==> config.mk <==
export PLATFORM = sky130hd
export DESIGN_NAME = memory_cycle
export DESIGN_NICKNAME = d
export VERILOG_FILES = /design/src/rtl/pipe_pkg.sv /design/src/rtl/memory_cycle_data_memory.sv /design/src/rtl/memory_cycle.sv
export SDC_FILE = /design/constraint.sdc
export NUM_CORES = 2
export LEC_CHECK = 0
export CAP_MARGIN = 30
export CORE_ASPECT_RATIO = 0.9
export CORE_UTILIZATION = 23
export DETAILED_ROUTE_END_ITERATION = 8
export GPL_ROUTABILITY_DRIVEN = 0
export GPL_TIMING_DRIVEN = 0
export HOLD_SLACK_MARGIN = 0.1
export PLACE_DENSITY = 0.44
export REMOVE_ABC_BUFFERS = 1
export SLEW_MARGIN = 20
export SYNTH_ARGS = -nofsm -noshare
export SYNTH_HDL_FRONTEND = slang
export SYNTH_HIERARCHICAL = 1
export SYNTH_SLANG_ARGS = --single-unit
==> constraint.sdc <==
create_clock -name clk -period 10 [get_ports clk]
set_input_delay 2 -clock clk [delete_from_list [all_inputs] [get_ports clk]]
set_output_delay 2 -clock clk [all_outputs]
set_load 0.01 [all_outputs]
==> src/rtl/pipe_pkg.sv <==
// Shared pipeline definitions for the memory stage: FSM encoding, bubble values
// and the writeback register payload.
package pipe_pkg;

    localparam int unsigned DATA_W = 32;
    localparam int unsigned REG_W  = 5;
    localparam int unsigned CNT_W  = 4;

    typedef enum logic {
        IDLE = 1'b0,
        WAIT = 1'b1
    } memState_t;

    // Control values loaded into the W register when the access has not completed.
    localparam logic             BUBBLE_REG_WRITE  = 1'b0;
    localparam logic             BUBBLE_RESULT_SRC = 1'b0;
    localparam logic [REG_W-1:0] BUBBLE_RD         = REG_W'(0);

    typedef struct packed {
        logic              regWrite;
        logic              resultSrc;
        logic [REG_W-1:0]  rd;
        logic [DATA_W-1:0] aluResult;
        logic [DATA_W-1:0] readData;
        logic [DATA_W-1:0] pcPlus4;
    } wbRegs_t;

    function automatic logic isMemOp(input logic memWrite, input logic resultSrc);
        return memWrite | resultSrc;
    endfunction

endpackage

==> src/rtl/memory_cycle_data_memory.sv <==
// Word-addressed data array: combinational read, write on the clock edge when we=1.
// Contents are deliberately not reset.
module data_memory
    import pipe_pkg::*;
#(
    parameter int unsigned DEPTH  = 64,
    parameter int unsigned ADDR_W = $clog2(DEPTH)
) (
    input  logic              clk,
    input  logic              we,
    input  logic [ADDR_W-1:0] addr,
    input  logic [DATA_W-1:0] wd,
    output logic [DATA_W-1:0] rd
);

    logic [DATA_W-1:0] mem [DEPTH];

    always_ff @(posedge clk) begin
        if (we) begin
            mem[addr] <= wd;
        end
    end

    assign rd = mem[addr];

endmodule

==> src/rtl/memory_cycle.sv <==
// Pipeline memory stage with the M->W register. Define DMEM_WAIT_STATES_EN to add
// an IDLE/WAIT stall FSM that stretches each memory op to WAIT_CYCLES+1 cycles.
module memory_cycle
    import pipe_pkg::*;
#(
    parameter int unsigned DEPTH       = 64,
    parameter int unsigned WAIT_CYCLES = 2
) (
    input  logic              clk,
    input  logic              rst,
    input  logic              RegWriteM,
    input  logic              MemWriteM,
    input  logic              ResultSrcM,
    input  logic [REG_W-1:0]  RDM,
    input  logic [DATA_W-1:0] ALUResultM,
    input  logic [DATA_W-1:0] WriteDataM,
    input  logic [DATA_W-1:0] PCPlus4M,
    output logic              RegWriteW,
    output logic              ResultSrcW,
    output logic [REG_W-1:0]  RDW,
    output logic [DATA_W-1:0] ALUResultW,
    output logic [DATA_W-1:0] ReadDataW,
    output logic [DATA_W-1:0] PCPlus4W,
    output logic [DATA_W-1:0] ResultW,
    output logic              StallM
);

    localparam int unsigned ADDR_W = $clog2(DEPTH);

    logic [ADDR_W-1:0] wordAddr;
    logic [DATA_W-1:0] readData;
    logic              stallC;
    logic              complete;
    logic              memWe;
    wbRegs_t           wb;

    // Byte offset and bits above the array size are dropped, so addresses wrap.
    assign wordAddr = ALUResultM[ADDR_W+1:2];

    logic unusedAddrBits;
    assign unusedAddrBits = ^{ALUResultM[DATA_W-1:ADDR_W+2], ALUResultM[1:0]};

`ifdef DMEM_WAIT_STATES_EN
    localparam logic [CNT_W-1:0] LAST_CNT = CNT_W'(WAIT_CYCLES - 1);

    memState_t        state;
    logic [CNT_W-1:0] cnt;
    logic             memOp;

    assign memOp = isMemOp(MemWriteM, ResultSrcM);

    always_ff @(posedge clk) begin
        if (rst) begin
            state <= IDLE;
            cnt   <= CNT_W'(0);
        end else begin
            case (state)
                IDLE: begin
                    if (memOp) begin
                        state <= WAIT;
                        cnt   <= CNT_W'(0);
                    end
                end
                WAIT: begin
                    if (cnt == LAST_CNT) begin
                        state <= IDLE;
                        cnt   <= CNT_W'(0);
                    end else begin
                        cnt <= cnt + CNT_W'(1);
                    end
                end
                default: begin
                    state <= IDLE;
                    cnt   <= CNT_W'(0);
                end
            endcase
        end
    end

    // Stall is seen by upstream in the same cycle the op is presented.
    assign stallC = !rst && (((state == IDLE) && memOp) ||
                             ((state == WAIT) && (cnt != LAST_CNT)));
`else
    logic unusedWaitCfg;
    assign unusedWaitCfg = ^CNT_W'(WAIT_CYCLES);
    assign stallC        = 1'b0;
`endif

    assign complete = !rst && !stallC;
    assign memWe    = complete && MemWriteM;
    assign StallM   = stallC;

    data_memory #(
        .DEPTH (DEPTH),
        .ADDR_W(ADDR_W)
    ) u_dmem (
        .clk (clk),
        .we  (memWe),
        .addr(wordAddr),
        .wd  (WriteDataM),
        .rd  (readData)
    );

    // Writeback register: full load on completion, control bubble otherwise.
    always_ff @(posedge clk) begin
        if (rst) begin
            wb <= '0;
        end else if (complete) begin
            wb.regWrite  <= RegWriteM;
            wb.resultSrc <= ResultSrcM;
            wb.rd        <= RDM;
            wb.aluResult <= ALUResultM;
            wb.readData  <= readData;
            wb.pcPlus4   <= PCPlus4M;
        end else begin
            wb.regWrite  <= BUBBLE_REG_WRITE;
            wb.resultSrc <= BUBBLE_RESULT_SRC;
            wb.rd        <= BUBBLE_RD;
        end
    end

    assign RegWriteW  = wb.regWrite;
    assign ResultSrcW = wb.resultSrc;
    assign RDW        = wb.rd;
    assign ALUResultW = wb.aluResult;
    assign ReadDataW  = wb.readData;
    assign PCPlus4W   = wb.pcPlus4;
    assign ResultW    = wb.resultSrc ? wb.readData : wb.aluResult;

endmodule
==> summary.md <==
| Metric | Value |
|---|---|
| Post-CTS resize count | `0` |
| Final-layout fill cell count | `34.89k` |
| Core Region | `353300 sq um` |
| Worst-Margin Slew | `a little over 1000 ps` |
| Port bufs | `240` |
| Maximum clock rate | `150.8 MHz` |
| CTS Sinks | `2151` |
| Initial antenna violation count | `23` |
| Final min period | `between 6000 and 7000 ps` |
| Most common cell after layout, fill and taps aside | `edfxtp_1` |
| Critical-path cell list | `buf_8, buf_16, buf_16, buf_16, nor2_4, buf_12, buf_12, buf_16, buf_16, a22oi_1, o22ai_1, o21ai_0, or4b_1, or4_1, nor2b_1` |
| Sw frac | `22.56%` |
| Post-route setup slack | `3368 ps` |
| Final WL | `~260000 microns` |
| Floorplan row count | `207` |
| CTS Buf Count | `roughly 240` |
| Family with the most delay on the worst path | `buffers and inverters` |
| Drt initial violations | `4371` |
| Share of layout cells above drive strength 1 | `around a fifth` |
| Setup tns final | `0 ps` |
| Overall power | `19.63 mW` |
| Crit path depth | `15` |
| Sequential-to-total area share from yosys stat | `77.87%` |
| Vias in the first global route | `44.86k` |
| RSZ-0062 raised after global routing | `false` |
| Power share of the clock group | `around 43%` |
| Area of the multi-input gates | `17320 sq um` |
| CTS tree | `yes` |
| Critical Path Source | `ALUResultM[4]` |
| Drt wl/cell | `26.25 microns` |
| Critical Path AT | `7350 ps` |
| Total gr overflow | `0` |
| Synth Flop Type | `edfxtp_1` |
| Seq pwr share | `50.6%` |
| Pwr dens | `just under 200 nW/um^2` |
| Wire length of the first global-routing pass | `357800 microns` |
| Layout area overhead | `24.74%` |
| ANT nets after route | `0` |
| Clk buf depth | `4` |
| Top sig layer | `met5` |
| Max stage delay cell, worst path | `or4b_1` |
| Met3 WL | `15910 microns` |
| LEAKAGE | `32.18 nW` |
| DRC violations left | `0` |
| RR Endpoint | `ReadDataW[15]` |
| Wl on met1 | `113100 microns` |
| Distinct cells, synth | `58` |
| EDFF count, synth | `2048` |
| Clk_skew | `57.73 ps` |
| Min Hold Slack | `around 800 ps` |
| Clk root buf | `clkbuf_16` |
| Fin area | `around 100000 sq um` |
| GRT Total Usage | `13.96%` |
| Worst setup path category | `input port to flop` |
| Slowest stage delay, CP | `810 ps` |
| Worst slack, placed | `2489 ps` |
| Peak VDD IR | `roughly 0.00013 V` |
| Sequential Area | `roughly 64000 sq um` |
| Buffers & Inverters on Critical Path | `8` |
| Hold path cells | `4` |
| Largest net degree at the start of global routing | `87` |
| Final worst-path cycle share | `66.32%` |
| Reg2reg setup slack | `6830 ps` |
| Pre-antenna DRT Iters | `6` |
| Max Slew Vio Count | `0` |
| Sw Pwr | `4.428 mW` |
| Worst Reg2Reg Path Length in Cells | `6` |
| Post-synth ARST share | `0%` |
| I/O Pins | `between 200 and 250` |
| Most frequent cells in the layout | `edfxtp_1, mux2i_1, clkbuf_16` |
| # placed instances | `9339` |
| Initial Utilization | `23.11%` |
| #FFs+latches synth | `2151` |
| Max H-tree Level | `4` |
| Cell Area, Synth | `81630 sq um` |
| Synth Warn # | `6` |
| Avg Cell Area, Syn | `between 15 and 20 sq um` |
| WL met2 | `roughly 120000 microns` |
| Post CTS Setup Buffer Count | `0` |
| MaxCap Viol Count | `0` |
| Final hold violations | `0` |
| Hold buffer count at cts | `0` |
| Crit-path most repeated cell | `buf_16` |
| CP Max Fanout | `71` |
| Worst min-delay path category | `flop to flop` |
| Dpl cell area | `94270 sq um` |
| Via count | `45.12k` |
| Worst Setup End Kind | `flop` |
| Die Area | `357300 sq um` |
| CP required | `10710 ps` |
| Status | `finished clean` |
| Vias/cell | `4.593` |
| CTS clk-pin slew, worst paths | `60 ps` |
| Die Wd | `630.0 microns` |
| Final cell count without fillers | `9825` |
| Detailed-placement wirelength estimate | `162800 microns` |
| R2r startpoint | `u_dmem/mem[30][15]` |
| CP Capture Point | `ReadDataW[15]` |
| Clk Latency, worst-skew pair | `900 ps` |
| Combinational Power Share | `6.3%` |
| Mapped Cells | `4463` |
| CP Launch Type | `input port` |
| Die Y | `567.2 microns` |
| Final Setup Violations | `0` |
| NumNets Final | `approximately 5.0k` |
| Max-slew headroom | `31.24%` |
| Layout Utilization | `28.82%` |
| Int Pwr | `15.20 mW` |
[worst register-to-register path: stages (launching register included)]
cell	delay (ps)
edfxtp_1	370
mux4_2	490
mux2i_1	260
nor2_1	90
or4b_1	800
or4_1	780
nor2b_1	210
[per-layer routing]
layer  track usage [%]  vias up
met5                 0        -
li1                  -    19320
met3             2.292      348
met1             19.13    23900
met4             5.121        8
met2             22.20     1545
[power groups by stage]
stage	logic, mW	clock network, mW	registers, mW
detailed placement	1.24	0	10.1
floorplan	0.403	0	10.1
finish	1.23	8.46	9.94
global route	1.30	9.00	9.94
CTS	1.25	8.67	9.94
global placement	1.44	0	10.2
[kinds of logic (layout without fill, tap and decap cells)]
logic type,Yosys count,after routing,share of synthesized area [%]
other,1,49,0.004594
AOI/OAI and AO/OA,933,933,8.375
buffers and inverters,316,928,1.809
and+or+nand+nor,528,528,3.510
muxes,534,534,8.432
DFF,2151,2151,77.87
[cell usage after synthesis (2+ instances only)]
library cell  instances  area (sq um)
mux2_2              149          1678
nand3_1              54         270.3
nand2_1              28         105.1
o22ai_1              93         581.8
a22o_1               66         578.1
and3b_1               2         17.52
edfxtp_1           2048         61500
nor4_1               14         87.58
nand2b_1             18         112.6
a221oi_1            175          1533
o311ai_0              2         17.52
o2bb2ai_1            15         131.4
o221ai_1              6         52.55
clkbuf_1            168         630.6
mux2_4               30         450.4
buf_1                33         123.9
a21oi_1             121         605.6
and3_1               85         531.8
o21ai_0              84         420.4
nor2b_1             112         700.7
a222oi_1             16         160.2
buf_4                15         112.6
or4_1                15         112.6
a221o_1              15         150.1
buf_6                 3         33.78
nand3b_1              2         15.01
and2_1                5         31.28
a211oi_1             17         127.6
buf_2                88         440.4
or4b_1               14         140.1
mux2i_1             259          2592
nor3_1               22         110.1
a22oi_1             188          1411
buf_12                6         120.1
or3_1                 4         25.02
dfxtp_1             103          2062
nand4_1               3         18.77
a31oi_1              43         269.0
mux4_2               96          2162
a2111oi_0            15         131.4
o22a_1               70         613.1
nor2_1              145         544.3
[worst min path at each step]
stage | startpoint | endpoint | slack [ps]
final | u_dmem/mem[32][3] | ReadDataW[3] | 790
after global routing | u_dmem/mem[32][3] | ReadDataW[3] | 880
after CTS | u_dmem/mem[32][3] | ReadDataW[3] | 820
after detailed placement | u_dmem/mem[32][3] | ReadDataW[3] | 810
after global placement | u_dmem/mem[32][3] | ReadDataW[3] | 820
after floorplan | u_dmem/mem[32][11] | ReadDataW[11] | 670
[state kept, by name (all words and copies together) (netlist names)]
signal      cells
ResultSrcW      1
ALUResultW     32
ReadDataW      32
u_dmem/mem   2048
RDW             5
RegWriteW       1
PCPlus4W       32
[layout make-up]
| type | count | share of cell area (%) |
|---|---|---|
| antenna | 48 | 0.1180 |
| clock inverter | 142 | 1.228 |
| multi-input combinational | 1996 | 17.01 |
| inverter | 2 | 0.01475 |
| sequential | 2151 | 62.43 |
| timing repair buffer | 489 | 7.362 |
| clock buffer | 295 | 6.059 |
| tap | 4702 | 5.778 |
Power figures use the tool's default switching activity.
